### config.mk
export PLATFORM = sky130hd
export DESIGN_NAME = cla_wide_add_seq_flat
export DESIGN_NICKNAME = d
export VERILOG_FILES = /design/src/rtl/cla_wide_add_seq_if.sv /design/src/rtl/cla_wide_add_seq.sv /design/src/flat_wrapper.sv
export SDC_FILE = /design/constraint.sdc
export NUM_CORES = 1
export LEC_CHECK = 0
export CAP_MARGIN = 5
export CORE_ASPECT_RATIO = 1.5
export CORE_MARGIN = 3
export CORE_UTILIZATION = 60
export CTS_CLUSTER_DIAMETER = 80
export DETAILED_ROUTE_END_ITERATION = 7
export DONT_BUFFER_PORTS = 1
export GPL_TIMING_DRIVEN = 0
export PLACE_DENSITY = 0.76
export SLEW_MARGIN = 10
export SYNTH_ARGS = -nofsm -noshare
export SYNTH_HDL_FRONTEND = slang
export SYNTH_SLANG_ARGS = --single-unit
export TNS_END_PERCENT = 20
### constraint.sdc
create_clock -name clk -period 2.8 [get_ports clk]
set_clock_uncertainty 0.1 [all_clocks]
set_input_delay 0.28 -clock clk [delete_from_list [all_inputs] [get_ports clk]]
set_output_delay 0.28 -clock clk [all_outputs]
set_load 0.05 [all_outputs]
### src/rtl/cla_wide_add_seq_if.sv
// Bus bundle for cla_wide_add_seq.
// Purpose: groups the request handshake, the response handshake and the 16-bit adder loop
//   into one interface.
// Signals:
//   in_valid/in_ready     request handshake; in_a, in_b, in_cin, in_sub carry the operands.
//   add_a/add_b/add_cin   slice presented to the external 16-bit adder.
//   add_s/add_cout        combinational adder result.
//   out_valid/out_ready   response handshake; out_sum, out_cout, out_ovf carry the result.
// Modports:
//   slave  - the sequencer.
//   master - the requester/consumer plus the external adder.
interface cla_wide_add_seq_if #(
    parameter int unsigned NWORDS = 4
);
    localparam int unsigned W = 16 * NWORDS;

    logic          in_valid;
    logic          in_ready;
    logic [W-1:0]  in_a;
    logic [W-1:0]  in_b;
    logic          in_cin;
    logic          in_sub;

    logic [15:0]   add_a;
    logic [15:0]   add_b;
    logic          add_cin;
    logic [15:0]   add_s;
    logic          add_cout;

    logic          out_valid;
    logic          out_ready;
    logic [W-1:0]  out_sum;
    logic          out_cout;
    logic          out_ovf;

    modport slave (
        input  in_valid, in_a, in_b, in_cin, in_sub, add_s, add_cout, out_ready,
        output in_ready, add_a, add_b, add_cin, out_valid, out_sum, out_cout, out_ovf
    );

    modport master (
        output in_valid, in_a, in_b, in_cin, in_sub, add_s, add_cout, out_ready,
        input  in_ready, add_a, add_b, add_cin, out_valid, out_sum, out_cout, out_ovf
    );
endinterface

### src/rtl/cla_wide_add_seq.sv
// cla_wide_add_seq: multi-cycle NWORDS x 16-bit add/subtract sequencer.
// Purpose: accepts a wide operand pair, drives one shared 16-bit carry-lookahead adder one
//   slice per cycle (LS slice first, carry chained through a register), and returns the
//   full-width sum, final carry and signed overflow.
// Ports:
//   clk     - clock, rising edge.
//   rst_n   - asynchronous active-low reset.
//   bus_io  - cla_wide_add_seq_if.slave: request handshake, adder loop, response handshake.
// Configuration:
//   ADDSEQ_SUB_EN - when defined, in_sub=1 computes A-B (B inverted, carry-in forced to 1,
//                   in_cin ignored). When undefined, in_sub is ignored.
module cla_wide_add_seq #(
    parameter int unsigned NWORDS = 4
) (
    input logic                  clk,
    input logic                  rst_n,
    cla_wide_add_seq_if.slave    bus_io
);
    localparam int unsigned W    = 16 * NWORDS;
    localparam int unsigned IdxW = $clog2(NWORDS);
    localparam logic [IdxW-1:0] LastIdx = IdxW'(NWORDS - 1);

    typedef enum logic [1:0] {StIdle, StRun, StDone} state_e;

    state_e          state_q;
    logic [IdxW-1:0] idx_q;
    logic            carry_q;
    logic [W-1:0]    opa_q;
    logic [W-1:0]    opb_q;
    logic [W-1:0]    sum_q;
    logic            in_ready_q;
    logic            out_valid_q;

    logic            sub;
    logic [W-1:0]    eff_b;
    logic [IdxW+3:0] base;

    // Bit offset of the current slice.
    assign base = {idx_q, 4'd0};

`ifdef ADDSEQ_SUB_EN
    assign sub   = bus_io.in_sub;
    assign eff_b = sub ? ~bus_io.in_b : bus_io.in_b;
`else
    logic unused_in_sub;
    assign unused_in_sub = bus_io.in_sub;
    assign sub           = 1'b0;
    assign eff_b         = bus_io.in_b;
`endif

    always_ff @(posedge clk or negedge rst_n) begin
        if (!rst_n) begin
            state_q     <= StIdle;
            idx_q       <= '0;
            carry_q     <= 1'b0;
            opa_q       <= '0;
            opb_q       <= '0;
            sum_q       <= '0;
            in_ready_q  <= 1'b1;
            out_valid_q <= 1'b0;
        end else begin
            unique case (state_q)
                StIdle: begin
                    if (bus_io.in_valid) begin
                        opa_q      <= bus_io.in_a;
                        opb_q      <= eff_b;
                        // Subtraction is A + ~B + 1.
                        carry_q    <= bus_io.in_cin | sub;
                        idx_q      <= '0;
                        state_q    <= StRun;
                        in_ready_q <= 1'b0;
                    end
                end
                StRun: begin
                    sum_q[base +: 16] <= bus_io.add_s;
                    carry_q           <= bus_io.add_cout;
                    if (idx_q == LastIdx) begin
                        state_q     <= StDone;
                        out_valid_q <= 1'b1;
                    end else begin
                        idx_q <= idx_q + 1'b1;
                    end
                end
                StDone: begin
                    if (bus_io.out_ready) begin
                        state_q     <= StIdle;
                        out_valid_q <= 1'b0;
                        in_ready_q  <= 1'b1;
                    end
                end
                default: begin
                    state_q     <= StIdle;
                    out_valid_q <= 1'b0;
                    in_ready_q  <= 1'b1;
                end
            endcase
        end
    end

    assign bus_io.in_ready  = in_ready_q;

    // Adder inputs are quiet outside RUN so the shared adder sees no stray activity.
    assign bus_io.add_a     = (state_q == StRun) ? opa_q[base +: 16] : 16'd0;
    assign bus_io.add_b     = (state_q == StRun) ? opb_q[base +: 16] : 16'd0;
    assign bus_io.add_cin   = (state_q == StRun) ? carry_q : 1'b0;

    assign bus_io.out_valid = out_valid_q;
    assign bus_io.out_sum   = out_valid_q ? sum_q : '0;
    assign bus_io.out_cout  = out_valid_q & carry_q;
    // Overflow uses the effective B, so it is correct for subtraction as well.
    assign bus_io.out_ovf   = out_valid_q & (opa_q[W-1] == opb_q[W-1]) &
                              (sum_q[W-1] != opa_q[W-1]);
endmodule

### src/flat_wrapper.sv
// flat-port wrapper written by rule: the top's interface ports become plain ports
module cla_wide_add_seq_flat 
#(
    parameter int unsigned NWORDS = 4
)
  (clk, rst_n, bus_io_in_valid, bus_io_in_a, bus_io_in_b, bus_io_in_cin, bus_io_in_sub, bus_io_add_s, bus_io_add_cout, bus_io_out_ready, bus_io_in_ready, bus_io_add_a, bus_io_add_b, bus_io_add_cin, bus_io_out_valid, bus_io_out_sum, bus_io_out_cout, bus_io_out_ovf);
  cla_wide_add_seq_if #(.NWORDS(NWORDS)) bus_io_i ();
  input logic clk;
  input logic rst_n;
  input wire logic [$bits(bus_io_i.in_valid)-1:0] bus_io_in_valid;
  input wire logic [$bits(bus_io_i.in_a)-1:0] bus_io_in_a;
  input wire logic [$bits(bus_io_i.in_b)-1:0] bus_io_in_b;
  input wire logic [$bits(bus_io_i.in_cin)-1:0] bus_io_in_cin;
  input wire logic [$bits(bus_io_i.in_sub)-1:0] bus_io_in_sub;
  input wire logic [$bits(bus_io_i.add_s)-1:0] bus_io_add_s;
  input wire logic [$bits(bus_io_i.add_cout)-1:0] bus_io_add_cout;
  input wire logic [$bits(bus_io_i.out_ready)-1:0] bus_io_out_ready;
  output wire logic [$bits(bus_io_i.in_ready)-1:0] bus_io_in_ready;
  output wire logic [$bits(bus_io_i.add_a)-1:0] bus_io_add_a;
  output wire logic [$bits(bus_io_i.add_b)-1:0] bus_io_add_b;
  output wire logic [$bits(bus_io_i.add_cin)-1:0] bus_io_add_cin;
  output wire logic [$bits(bus_io_i.out_valid)-1:0] bus_io_out_valid;
  output wire logic [$bits(bus_io_i.out_sum)-1:0] bus_io_out_sum;
  output wire logic [$bits(bus_io_i.out_cout)-1:0] bus_io_out_cout;
  output wire logic [$bits(bus_io_i.out_ovf)-1:0] bus_io_out_ovf;
  assign bus_io_i.in_valid = bus_io_in_valid;
  assign bus_io_i.in_a = bus_io_in_a;
  assign bus_io_i.in_b = bus_io_in_b;
  assign bus_io_i.in_cin = bus_io_in_cin;
  assign bus_io_i.in_sub = bus_io_in_sub;
  assign bus_io_i.add_s = bus_io_add_s;
  assign bus_io_i.add_cout = bus_io_add_cout;
  assign bus_io_i.out_ready = bus_io_out_ready;
  assign bus_io_in_ready = bus_io_i.in_ready;
  assign bus_io_add_a = bus_io_i.add_a;
  assign bus_io_add_b = bus_io_i.add_b;
  assign bus_io_add_cin = bus_io_i.add_cin;
  assign bus_io_out_valid = bus_io_i.out_valid;
  assign bus_io_out_sum = bus_io_i.out_sum;
  assign bus_io_out_cout = bus_io_i.out_cout;
  assign bus_io_out_ovf = bus_io_i.out_ovf;
  cla_wide_add_seq #(.NWORDS(NWORDS)) u_core (.clk(clk), .rst_n(rst_n), .bus_io(bus_io_i));
endmodule
==> results.json <==
{
  "die-area_um2": 16870,
  "crit_chain": "buf_4 -> and2b_1 -> nand2_1 -> buf_2 -> o22ai_1",
  "place.gp.congestion": 0.8811,
  "syn_area_per_cell_um2": 11.70,
  "ys_async_sr_fraction_pct": 100.0,
  "ctsLongestPathBuffers": 2,
  "hp-class": "input pin to asynchronous set/reset pin",
  "clock_latency_ns": 0.41,
  "syn_nets": 943,
  "ys_ff_latch": 199,
  "post-place-ws_ns": -0.02104,
  "drive_above_1_share_pct": 25.52,
  "slew_headroom_pct": 23.86,
  "crit_fanout": 10,
  "numCtsBuffers": 17,
  "required_ns": 2.42,
  "ir_worst_vdd_mv": 0.8326,
  "setup-tns-final_ns": -1.415,
  "ys.flop_type": "dfrtp_1",
  "initial_core_util_pct": 62.13,
  "syn2layout_area_growth_pct": 26.79,
  "path_delay_family": "compound AO/OA/AOI/OAI gates",
  "worst_slew_pin_slew_ns": 1.159,
  "post_cts_buffers": 0,
  "cts_hold_buffers": 147,
  "ios": 252,
  "p_total_w": 0.01521,
  "cts_root_buf": "clkbuf_16",
  "seq_area_frac_synth_pct": 54.19,
  "drtPass1Iterations": 5,
  "nFillCells": 853,
  "crit_type": "register to output pin",
  "path_clk_slew_ns": 0.07,
  "coreArea_um2": 14800,
  "status": "finished with violations",
  "drt-wirelength-per-cell_um": 23.94,
  "grt_pass1_wl_mm": 42.37,
  "arrival_ns": 2.61,
  "setup_viol": 9,
  "min_period_ns": 2.990,
  "cp-end-kind": "output pin",
  "io_buffers": 0,
  "hold_viol_final": 199,
  "yosysWarnings": 0,
  "wirelength_mm": 27.79,
  "clock.fmax_mhz": 334.5,
  "grt_pass1_vias": 7678,
  "power_leakage_nw": 4.960,
  "final_cell_area_um2": 11650,
  "grt_overflow": 0,
  "violations": "hold timing, setup timing",
  "clock_sinks": 199,
  "critPathMaxStageDelay_ns": 0.90,
  "final_nets": 1109,
  "drt_iter0_drc": 376,
  "avgViaCountPerCell": 6.003,
  "finalCritPeriodShare_pct": 106.8,
  "whs_ns": -0.5492,
  "slew_viol_final": 0,
  "grt_max_degree": 200,
  "die_y_um": 157.6,
  "synth_edf_count": 0,
  "htreeDepth": 4,
  "power_density_nw_per_um2": 1305,
  "critical-path-slowest-cell": "o22ai_1",
  "setup_ws_ns": -0.1899,
  "cts_tree": "yes",
  "via_count": 6970,
  "cap_violations": 0,
  "track_usage_pct": 33.25,
  "rows": 54,
  "synth_cell_types": 30,
  "antenna_found_initial": 1,
  "die_w_um": 107.1,
  "start_kind": "register",
  "rsz0062_at_grt": "true",
  "dpl-instance-area_um2": 9438,
  "dpl.hpwl_mm": 16.91,
  "netlist_area_um2": 9193,
  "final_antenna_net_count": 0,
  "netlist_instances": 786,
  "drc": 0,
  "crit_buf_inv": 2
}
[final cells by class]
type                       instances  area [um2]  area share (%)
antenna                            1       2.502         0.02147
buffer                            54       329.1           2.823
clock buffer                      17       425.4           3.650
clock inverter                    14       138.9           1.192
inverter                           4       15.01          0.1288
multi-input combinational        529        4045           34.71
sequential                       199        4982           42.75
tap                              196       245.2           2.104
timing repair buffer             147        1471           12.62
[power by group]
part | internal (W) | switching (W) | total, W
Combinational | 0.00258 | 0.00518 | 0.00776
Clock | 0.00118 | 0.00118 | 0.00236
Sequential | 0.00417 | 0.000916 | 0.00509
[worst reg2reg max path, cell delays in order (launching register included)]
cell	delay (ns)
dfrtp_1	0.42
buf_8	0.17
buf_6	0.19
clkbuf_4	0.27
inv_1	0.11
ha_2	0.42
nor4b_4	0.43
buf_6	0.20
nand2_1	0.06
o21ai_1	0.16
[stage by stage]
stage	util, %	cells	hold slack [ns]
2_1_floorplan	-	786	-0.1156
3_3_place_gp	63.78	982	-0.1110
3_5_place_dp	63.78	982	-0.1109
4_1_cts	78.24	1160	-0.5618
5_1_grt	78.77	1161	-0.5812
6_report	78.77	1161	-0.5492
[synth_stat cells (4+ instances only)]
cell | instances | area, um2
mux2i_1 | 64 | 640.6
o21ai_1 | 21 | 105.1
o21ai_2 | 4 | 35.03
inv_1 | 4 | 15.01
o22ai_1 | 32 | 200.2
nand2b_1 | 5 | 31.28
buf_6 | 5 | 56.30
buf_4 | 16 | 120.1
o21ai_0 | 46 | 230.2
mux2_2 | 128 | 1441
nand3b_1 | 5 | 37.54
and2_1 | 66 | 412.9
dfrtp_1 | 198 | 4955
nor2_1 | 5 | 18.77
buf_2 | 12 | 60.06
ha_1 | 6 | 75.07
nand2_1 | 133 | 499.2
clkbuf_1 | 19 | 71.32
a21oi_1 | 5 | 25.02
[registers in the layout, summed over array words and instances, names as in the netlist]
signal / count
u_core.opa_q: 64
u_core.opb_q: 64
u_core.sum_q: 64
u_core.idx_q: 2
u_core.state_q: 2
u_core.bus_io.in_ready: 1
u_core.bus_io.out_valid: 1
u_core.carry_q: 1
[routing by layer]
metal  share of wire (%)  up-vias  GRT usage (%)
met1                  34     3472          35.82
met3                 6.9       91          7.222
met2                  54      365          60.79
met5                   0        -              0
met4                 5.1        0          17.06
li1                    -     3042              -
[placed cells by master (no fill, tap or decap), types with 11 or more instances in the layout]
| cell | Yosys | layout |
|---|---|---|
| dfrtp_1 | 198 | 197 |
| dlygate4sd3_1 | 0 | 147 |
| nand2_1 | 133 | 133 |
| mux2_2 | 128 | 128 |
| mux2i_1 | 64 | 64 |
| and2_1 | 66 | 47 |
| o21ai_0 | 46 | 46 |
| o22ai_2 | 0 | 21 |
| o21ai_1 | 21 | 21 |
| and2_2 | 0 | 19 |
| clkbuf_1 | 19 | 18 |
| clkbuf_16 | 0 | 17 |
| buf_4 | 16 | 16 |
| buf_2 | 12 | 11 |
[cells by family (layout without fill, tap and decap cells)]
| logic type | Yosys count | after routing | synth area share, % |
|---|---|---|---|
| AND/OR/NAND/NOR | 220 | 220 | 11.87 |
| flip-flops | 199 | 199 | 54.19 |
| multiplexers | 192 | 192 | 22.65 |
| AO/OA/AOI/OAI | 111 | 111 | 6.765 |
| buffers and inverters | 58 | 236 | 3.716 |
| adder cells (fa/ha/maj) | 6 | 6 | 0.8166 |
| other | 0 | 1 | 0 |
[final timing paths]
path                                    from                to  slack (ns)  cells past startpoint
setup / recovery           u_core.state_q[0]  bus_io_add_a[15]       -0.19                      5
hold / removal                         rst_n  u_core.sum_q[59]       -0.55                      0
setup reg to reg             u_core.idx_q[0]  u_core.sum_q[38]        0.20                      9
hold reg to reg             u_core.sum_q[47]  u_core.sum_q[47]        0.37                      2
max in group asynchronous              rst_n  u_core.opa_q[24]        2.78                      0
min in group clk             bus_io_in_valid   u_core.idx_q[0]        0.07                      3
[what timing repair did]
action                                 CTS  global route
setup endpoints to repair               54            68
resized for setup                       21            26
gates cloned                             0             0
pin swaps                                1             0
endpoints found under the hold margin  396           199
(Power assumes the default switching activity.)
